<file path="src/rtl/pipeline_hazard_controller.sv">
// Pipeline hazard controller: combinational rs/rt forwarding selection,
// load-use and MULT/DIV hazard stalls, a sequencer for the multicycle
// MULT/DIV unit that owns HI/LO, and a saturating stall-cycle counter.
module pipeline_hazard_controller #(
  parameter int MULDIV_CYCLES = 32,
  parameter int CNT_W         = 32
) (
  input  logic             clk,
  input  logic             reset_n,
  input  logic [4:0]       id_rs,
  input  logic [4:0]       id_rt,
  input  logic             id_uses_rs,
  input  logic             id_uses_rt,
  input  logic             id_muldiv_start,
  input  logic             id_reads_hilo,
  input  logic [4:0]       ex_dst,
  input  logic [4:0]       mem_dst,
  input  logic [4:0]       wb_dst,
  input  logic             ex_rf_en,
  input  logic             mem_rf_en,
  input  logic             wb_rf_en,
  input  logic             ex_load,
  input  logic             flush,
  output logic             pc_ld,
  output logic             ifid_ld,
  output logic             idex_nop,
  output logic [1:0]       fwd_rs,
  output logic [1:0]       fwd_rt,
  output logic             muldiv_busy,
  output logic             hilo_we,
  output logic [CNT_W-1:0] stall_count
);

  // Counter wide enough to hold MULDIV_CYCLES-1 (MULDIV_CYCLES >= 2).
  localparam int CW = (MULDIV_CYCLES > 2) ? $clog2(MULDIV_CYCLES) : 1;
  localparam logic [CW-1:0] CNT_LOAD = CW'(MULDIV_CYCLES - 1);

  typedef enum logic [1:0] {
    IDLE = 2'd0,
    BUSY = 2'd1,
    DONE = 2'd2
  } state_t;

  state_t        state, state_next;
  logic [CW-1:0] count, count_next;
  logic          lu, mh, stall;

  // Forwarding source for one operand: nearest producing stage wins; $0 never forwards.
  function automatic logic [1:0] fwd_sel(
    input logic [4:0] src,
    input logic [4:0] e_dst, input logic e_en,
    input logic [4:0] m_dst, input logic m_en,
    input logic [4:0] w_dst, input logic w_en
  );
    if (e_en && e_dst != 5'd0 && e_dst == src)      return 2'b01;
    else if (m_en && m_dst != 5'd0 && m_dst == src) return 2'b10;
    else if (w_en && w_dst != 5'd0 && w_dst == src) return 2'b11;
    else                                            return 2'b00;
  endfunction

  // Forwarding selects are purely combinational and stay valid through reset.
  always_comb begin
    fwd_rs = fwd_sel(id_rs, ex_dst, ex_rf_en, mem_dst, mem_rf_en, wb_dst, wb_rf_en);
    fwd_rt = fwd_sel(id_rt, ex_dst, ex_rf_en, mem_dst, mem_rf_en, wb_dst, wb_rf_en);
  end

  // Hazard detection; while reset is asserted nothing stalls.
  always_comb begin
    lu = ex_load && ex_rf_en && (ex_dst != 5'd0) &&
         ((id_uses_rs && id_rs == ex_dst) || (id_uses_rt && id_rt == ex_dst));
    mh    = (id_reads_hilo || id_muldiv_start) && (state != IDLE);
    stall = (lu || mh) && !flush && reset_n;
  end

  // Pipeline register controls: flush beats stall and always injects a bubble.
  // NOTE: every output of a combinational block gets a default first so no path can infer a latch.
  always_comb begin
    pc_ld    = 1'b1;
    ifid_ld  = 1'b1;
    idex_nop = 1'b0;
    if (reset_n) begin
      if (flush) begin
        idex_nop = 1'b1;
      end else if (stall) begin
        pc_ld    = 1'b0;
        ifid_ld  = 1'b0;
        idex_nop = 1'b1;
      end
    end
  end

  // MULT/DIV sequencer next-state: IDLE -> BUSY (MULDIV_CYCLES cycles) -> DONE -> IDLE.
  always_comb begin
    state_next = state;
    count_next = count;
    hilo_we    = 1'b0;
    unique case (state)
      IDLE: begin
        if (id_muldiv_start && !stall && !flush) begin
          state_next = BUSY;
          count_next = CNT_LOAD;
        end
      end
      BUSY: begin
        if (count == '0) state_next = DONE;
        else             count_next = count - CW'(1);
      end
      DONE: begin
        hilo_we    = 1'b1;
        state_next = IDLE;
      end
      default: state_next = IDLE;
    endcase
    // A flush abandons any operation in flight and suppresses its result.
    if (flush) begin
      state_next = IDLE;
      hilo_we    = 1'b0;
    end
  end

  assign muldiv_busy = (state != IDLE);

  // Sequencer state register.
  // NOTE: sequential state uses non-blocking assignments so all registers update together at the edge.
  always_ff @(posedge clk or negedge reset_n) begin
    if (!reset_n) begin
      state <= IDLE;
      count <= '0;
    end else begin
      state <= state_next;
      count <= count_next;
    end
  end

  // Saturating count of stalled cycles.
  always_ff @(posedge clk or negedge reset_n) begin
    if (!reset_n) begin
      stall_count <= '0;
    end else if (stall && (stall_count != '1)) begin
      stall_count <= stall_count + CNT_W'(1);
    end
  end

endmodule

</file>
<file path="config.mk">
export PLATFORM = sky130hd
export DESIGN_NAME = pipeline_hazard_controller
export DESIGN_NICKNAME = d
export VERILOG_FILES = /design/src/rtl/pipeline_hazard_controller.sv
export SDC_FILE = /design/constraint.sdc
export NUM_CORES = 1
export LEC_CHECK = 0
export CAP_MARGIN = 5
export CORE_MARGIN = 10
export CORE_UTILIZATION = 50
export DETAILED_ROUTE_END_ITERATION = 10
export GPL_ROUTABILITY_DRIVEN = 0
export HOLD_SLACK_MARGIN = 0.03
export PLACE_DENSITY = 0.87
export SLEW_MARGIN = 20
export SYNTH_ARGS = -nofsm -noshare
export SYNTH_HDL_FRONTEND = slang
export SYNTH_SLANG_ARGS = --single-unit
</file>
<file path="constraint.sdc">
create_clock -name clk -period 5.48 [get_ports clk]
set_input_delay 1.096 -clock clk [delete_from_list [all_inputs] [get_ports clk]]
set_output_delay 1.096 -clock clk [all_outputs]
set_load 0.02 [all_outputs]
</file>
==> flow_metrics.py <==
metrics = {
    "cells_and_area": {
        "combined_area_of_the_multi_input_logic_cells_um2": 1380,
        "drive_above_1_share_pct": 7.34,
        "finish.net_count": 365,
        "antennaDiodeCount": 0,
        "syn2layout_area_growth_pct": 38.3,
        "final_util_pct": 71.0,
        "num-fill-cells": 374,
        "finalInstanceArea_um2": 3350,
        "seq_area_um2": 976,
    },
    "yosys": {
        "ys.warnings.count": 0,
        "postSynthCellCount": 248,
        "syn-cell-area_um2": 2420,
        "net_count_after_synthesis": 287,
        "synth-edff-count": 0,
        "synth-simple-area-share_pct": 25.5,
        "synth.area.top_cells": "sky130_fd_sc_hd__dfrtp_1 (40%), sky130_fd_sc_hd__xnor2_1 (14%), sky130_fd_sc_hd__xor2_1 (8.7%)",
        "synth_area_per_cell_um2": 9.78,
        "synth_top_family_by_area": "simple AND/OR/NAND/NOR gates",
        "yosys.area_share.xor_xnor_pct": 22.8,
        "synth.largest_area_cell": "sky130_fd_sc_hd__dfrtp_1",
        "asyncSetResetFlopFracSynth_pct": 100,
        "post_synth_num_cell_types": 44,
        "synth_compound_gate_area_share_pct": 5.37,
        "post-synth-top-area-fraction_pct": 40.2,
        "synth_seq_area_share_pct": 40.2,
        "mux_cell_area_share_after_synthesis_pct": 1.55,
        "post_synth_fa_ha_maj_area_fraction_pct": 1.55,
        "yosys_most_used_dff": "sky130_fd_sc_hd__dfrtp_1",
        "synth.ff_latch_count": 39,
    },
    "drt": {
        "detailedRoute.firstPassIterationCount": 4,
        "drc": 0,
        "post_drt_wl_per_cell_um": 16.2,
        "routed_via_density": 5.33,
        "vias": 2100,
        "routed_wirelength_um": 6400,
        "first_iter_violations": 95,
        "antenna_violating_nets_post_route": 0,
    },
    "power": {
        "power_density_nw_per_um2": 236,
        "power_report.internal_total_w": 0.000560,
        "power_switching_w": 0.000232,
        "power.share.sequential_pct": 42.3,
        "p_leak_nw": 1.39,
        "power.share.combinational_pct": 25.5,
        "power.switching_fraction_pct": 29.3,
        "max-vdd-ir-drop_v": 0.000218,
        "power.share.clock_pct": 32.2,
    },
    "worst_setup_path": {
        "critical_path.max_fanout": 6,
        "critical_path.reg2reg.startpoint": "stall_count[2]$_DFFE_PN0P_",
        "critical_path_class": "input port to output port",
        "timing.critical_path.from_type": "input port",
        "worst_r2r_path_depth": 7,
        "setup.worst_path.end_class": "output port",
        "cp_data_required_time_ns": 4.38,
        "crit-reg2reg-capture": "stall_count[4]$_DFFE_PN0P_",
        "timing.reg2reg.setup_slack_ns": 3.26,
        "worst_ep_arrival_time_ns": 3.38,
    },
    "placed_design": {
        "portBuffers": 76,
        "post_detailed_placement_cell_area_um2": 3230,
        "place_hpwl_um": 5080,
        "preCtsSetupSlack_ns": 1.01,
    },
    "die": {
        "die-area_um2": 8040,
        "die_height_um": 89.6,
        "core_area_um2": 4720,
        "initial_utilization_pct": 51.3,
        "dieWidth_um": 89.6,
        "rows": 25,
        "design.portCount": 77,
    },
    "clocking": {
        "cts_tree": "yes",
        "cts.repair.resized": 0,
        "clk_latency_ns": 0.30,
        "total_clock_buffers_created_by_cts": 5,
        "hold_buffer_count_at_cts": 0,
        "clockBufferDepth": 2,
        "clock_tree.root_cell": "sky130_fd_sc_hd__clkbuf_8",
        "cts_setup_buffers": 0,
        "clkTransAtPathRegs_ns": 0.07,
        "number_of_levels_the_h_tree_was_split_into": 2,
        "clkSinkCount": 39,
    },
    "sta": {
        "rsz0062_at_grt": "no",
        "normalized_max_slew_margin_pct": 68.1,
        "tightest_slew_ns": 0.479,
        "fmax_mhz": 224,
        "layout_min_cycle_time_ns": 4.47,
        "finalSetupViolCount": 0,
        "clock_skew_ns": 0.00553,
        "finalHoldViolations": 0,
        "final.period_utilization_pct": 81.6,
        "timing.final.ws_setup_ns": 1.01,
        "drv_slew": 0,
        "fin_tns_setup_ns": 0,
        "hold_slack_ns": 0.492,
    },
    "grt": {
        "grt_start_max_net_pins": 40,
        "grt_pass1_vias": 2159,
        "globalRouteTotalUtil_pct": 16.9,
        "grt_pass1_wl_um": 10700,
        "antenna_found_initial": 0,
        "grt-ovfl-total": 0,
    },
    "worst_hold_path": {
        "whs_path_depth": 1,
        "timing.hold.worst.class": "flip-flop to flip-flop",
        "worst_hold_path.endpoint": "stall_count[21]$_DFFE_PN0P_",
        "holdCritStartpoint": "stall_count[21]$_DFFE_PN0P_",
    },
    "flow_run": {
        "drv_cap": 0,
    },
    "outcome": {
        "run_status": "finished clean",
    },
}
==> synthesized netlist by cell type, drive strengths merged, types with 3 or more instances <==
master	number
nand4	13
dfrtp	39
a21oi	3
and4	5
buf	4
and3	8
nor3	11
inv	9
ha	3
or4	3
xor2	24
xnor2	39
nor4	4
o21ai	4
mux2	3
nand2	17
nor2	16
nand3	22
and2	3
==> metrics by stage <==
stage | total power (W) | std cells
after floorplan | 0.000449 | 248
after global placement | 0.000536 | 386
after detailed placement | 0.000542 | 386
after CTS | 0.000799 | 394
after global routing | 0.000831 | 394
final | 0.000792 | 394
==> worst max path at each step <==
stage | slack, ns | endpoint | from | cells past startpoint
floorplan | 1.94 | pc_ld | ex_dst[1] | 6
global placement | 1.03 | idex_nop | ex_dst[1] | 7
detailed placement | 1.01 | idex_nop | ex_dst[1] | 7
CTS | 1.00 | idex_nop | ex_dst[1] | 7
global route | 0.93 | fwd_rt[0] | mem_dst[1] | 6
finish | 1.01 | idex_nop | ex_dst[1] | 7
==> sequential cells by signal (all words and copies together), names as in the netlist <==
signal	cells
count	5
state	2
stall_count	32
==> placed cells by master, fill, tap and decap left out, types with 2 or more instances in the layout <==
| master | synthesis | final |
|---|---|---|
| sky130_fd_sc_hd__clkdlybuf4s50_1 | 0 | 75 |
| sky130_fd_sc_hd__nor3_1 | 10 | 10 |
| sky130_fd_sc_hd__xnor2_1 | 39 | 39 |
| sky130_fd_sc_hd__a21oi_1 | 3 | 3 |
| sky130_fd_sc_hd__nor3b_1 | 2 | 2 |
| sky130_fd_sc_hd__nor2_1 | 16 | 16 |
| sky130_fd_sc_hd__o21ai_0 | 2 | 2 |
| sky130_fd_sc_hd__a2bb2oi_1 | 2 | 2 |
| sky130_fd_sc_hd__mux2_2 | 2 | 2 |
| sky130_fd_sc_hd__and4_1 | 4 | 4 |
| sky130_fd_sc_hd__inv_1 | 9 | 9 |
| sky130_fd_sc_hd__and3_1 | 8 | 8 |
| sky130_fd_sc_hd__xor2_1 | 24 | 24 |
| sky130_fd_sc_hd__clkbuf_8 | 0 | 6 |
| sky130_fd_sc_hd__and2_1 | 2 | 2 |
| sky130_fd_sc_hd__nand3_1 | 21 | 21 |
| sky130_fd_sc_hd__nand2_1 | 17 | 17 |
| sky130_fd_sc_hd__or4_1 | 2 | 2 |
| sky130_fd_sc_hd__ha_1 | 3 | 3 |
| sky130_fd_sc_hd__o22ai_1 | 2 | 2 |
| sky130_fd_sc_hd__or3_1 | 2 | 2 |
| sky130_fd_sc_hd__nand4_1 | 12 | 12 |
| sky130_fd_sc_hd__nor4_1 | 3 | 3 |
| sky130_fd_sc_hd__dfrtp_1 | 39 | 39 |
==> cell type report <==
type | count | share of cell area (%)
multi-input cells | 194 | 41.0
clock buffers | 6 | 2.46
clock inverters | 2 | 1.16
flip-flops and latches | 39 | 29.1
inverters | 9 | 1.01
repair buffers | 77 | 22.8
well taps | 67 | 2.50
==> critical path: stages <==
cell,delay (ns)
sky130_fd_sc_hd__clkdlybuf4s50_1,0.47
sky130_fd_sc_hd__or4_4,0.57
sky130_fd_sc_hd__o21ai_4,0.21
sky130_fd_sc_hd__nor3_2,0.08
sky130_fd_sc_hd__a21o_4,0.25
sky130_fd_sc_hd__o21a_1,0.16
sky130_fd_sc_hd__clkdlybuf4s50_1,0.53
==> layer usage <==
layer / GRT usage [%] / vias to the layer above / share of wire, %
li1: - / 1019 / -
met1: 20.1 / 1003 / 43
met2: 28.0 / 69 / 47
met3: 5.87 / 9 / 8.6
met4: 4.91 / 0 / 1.3
met5: 0 / - / 0
==> power by group through the flow <==
stage          registers (W)   logic, W  clock network, W
2_1_floorplan       0.000353  0.0000965                 0
3_3_place_gp        0.000339   0.000197                 0
3_5_place_dp        0.000340   0.000203                 0
4_1_cts             0.000335   0.000203          0.000260
5_1_grt             0.000339   0.000221          0.000271
6_report            0.000335   0.000202          0.000255
==> kinds of logic (layout without fill, tap and decap cells) <==
kind of cell               after synthesis  count (layout)
adders and majority gates                3               3
DFF                                     39              39
AOI/OAI and AO/OA                       16              16
xor gates and xnor gates                63              63
muxes                                    3               3
buffers and inverters                   15              94
and+or+nand+nor                        109             109
Power figures use the tool's default switching activity.
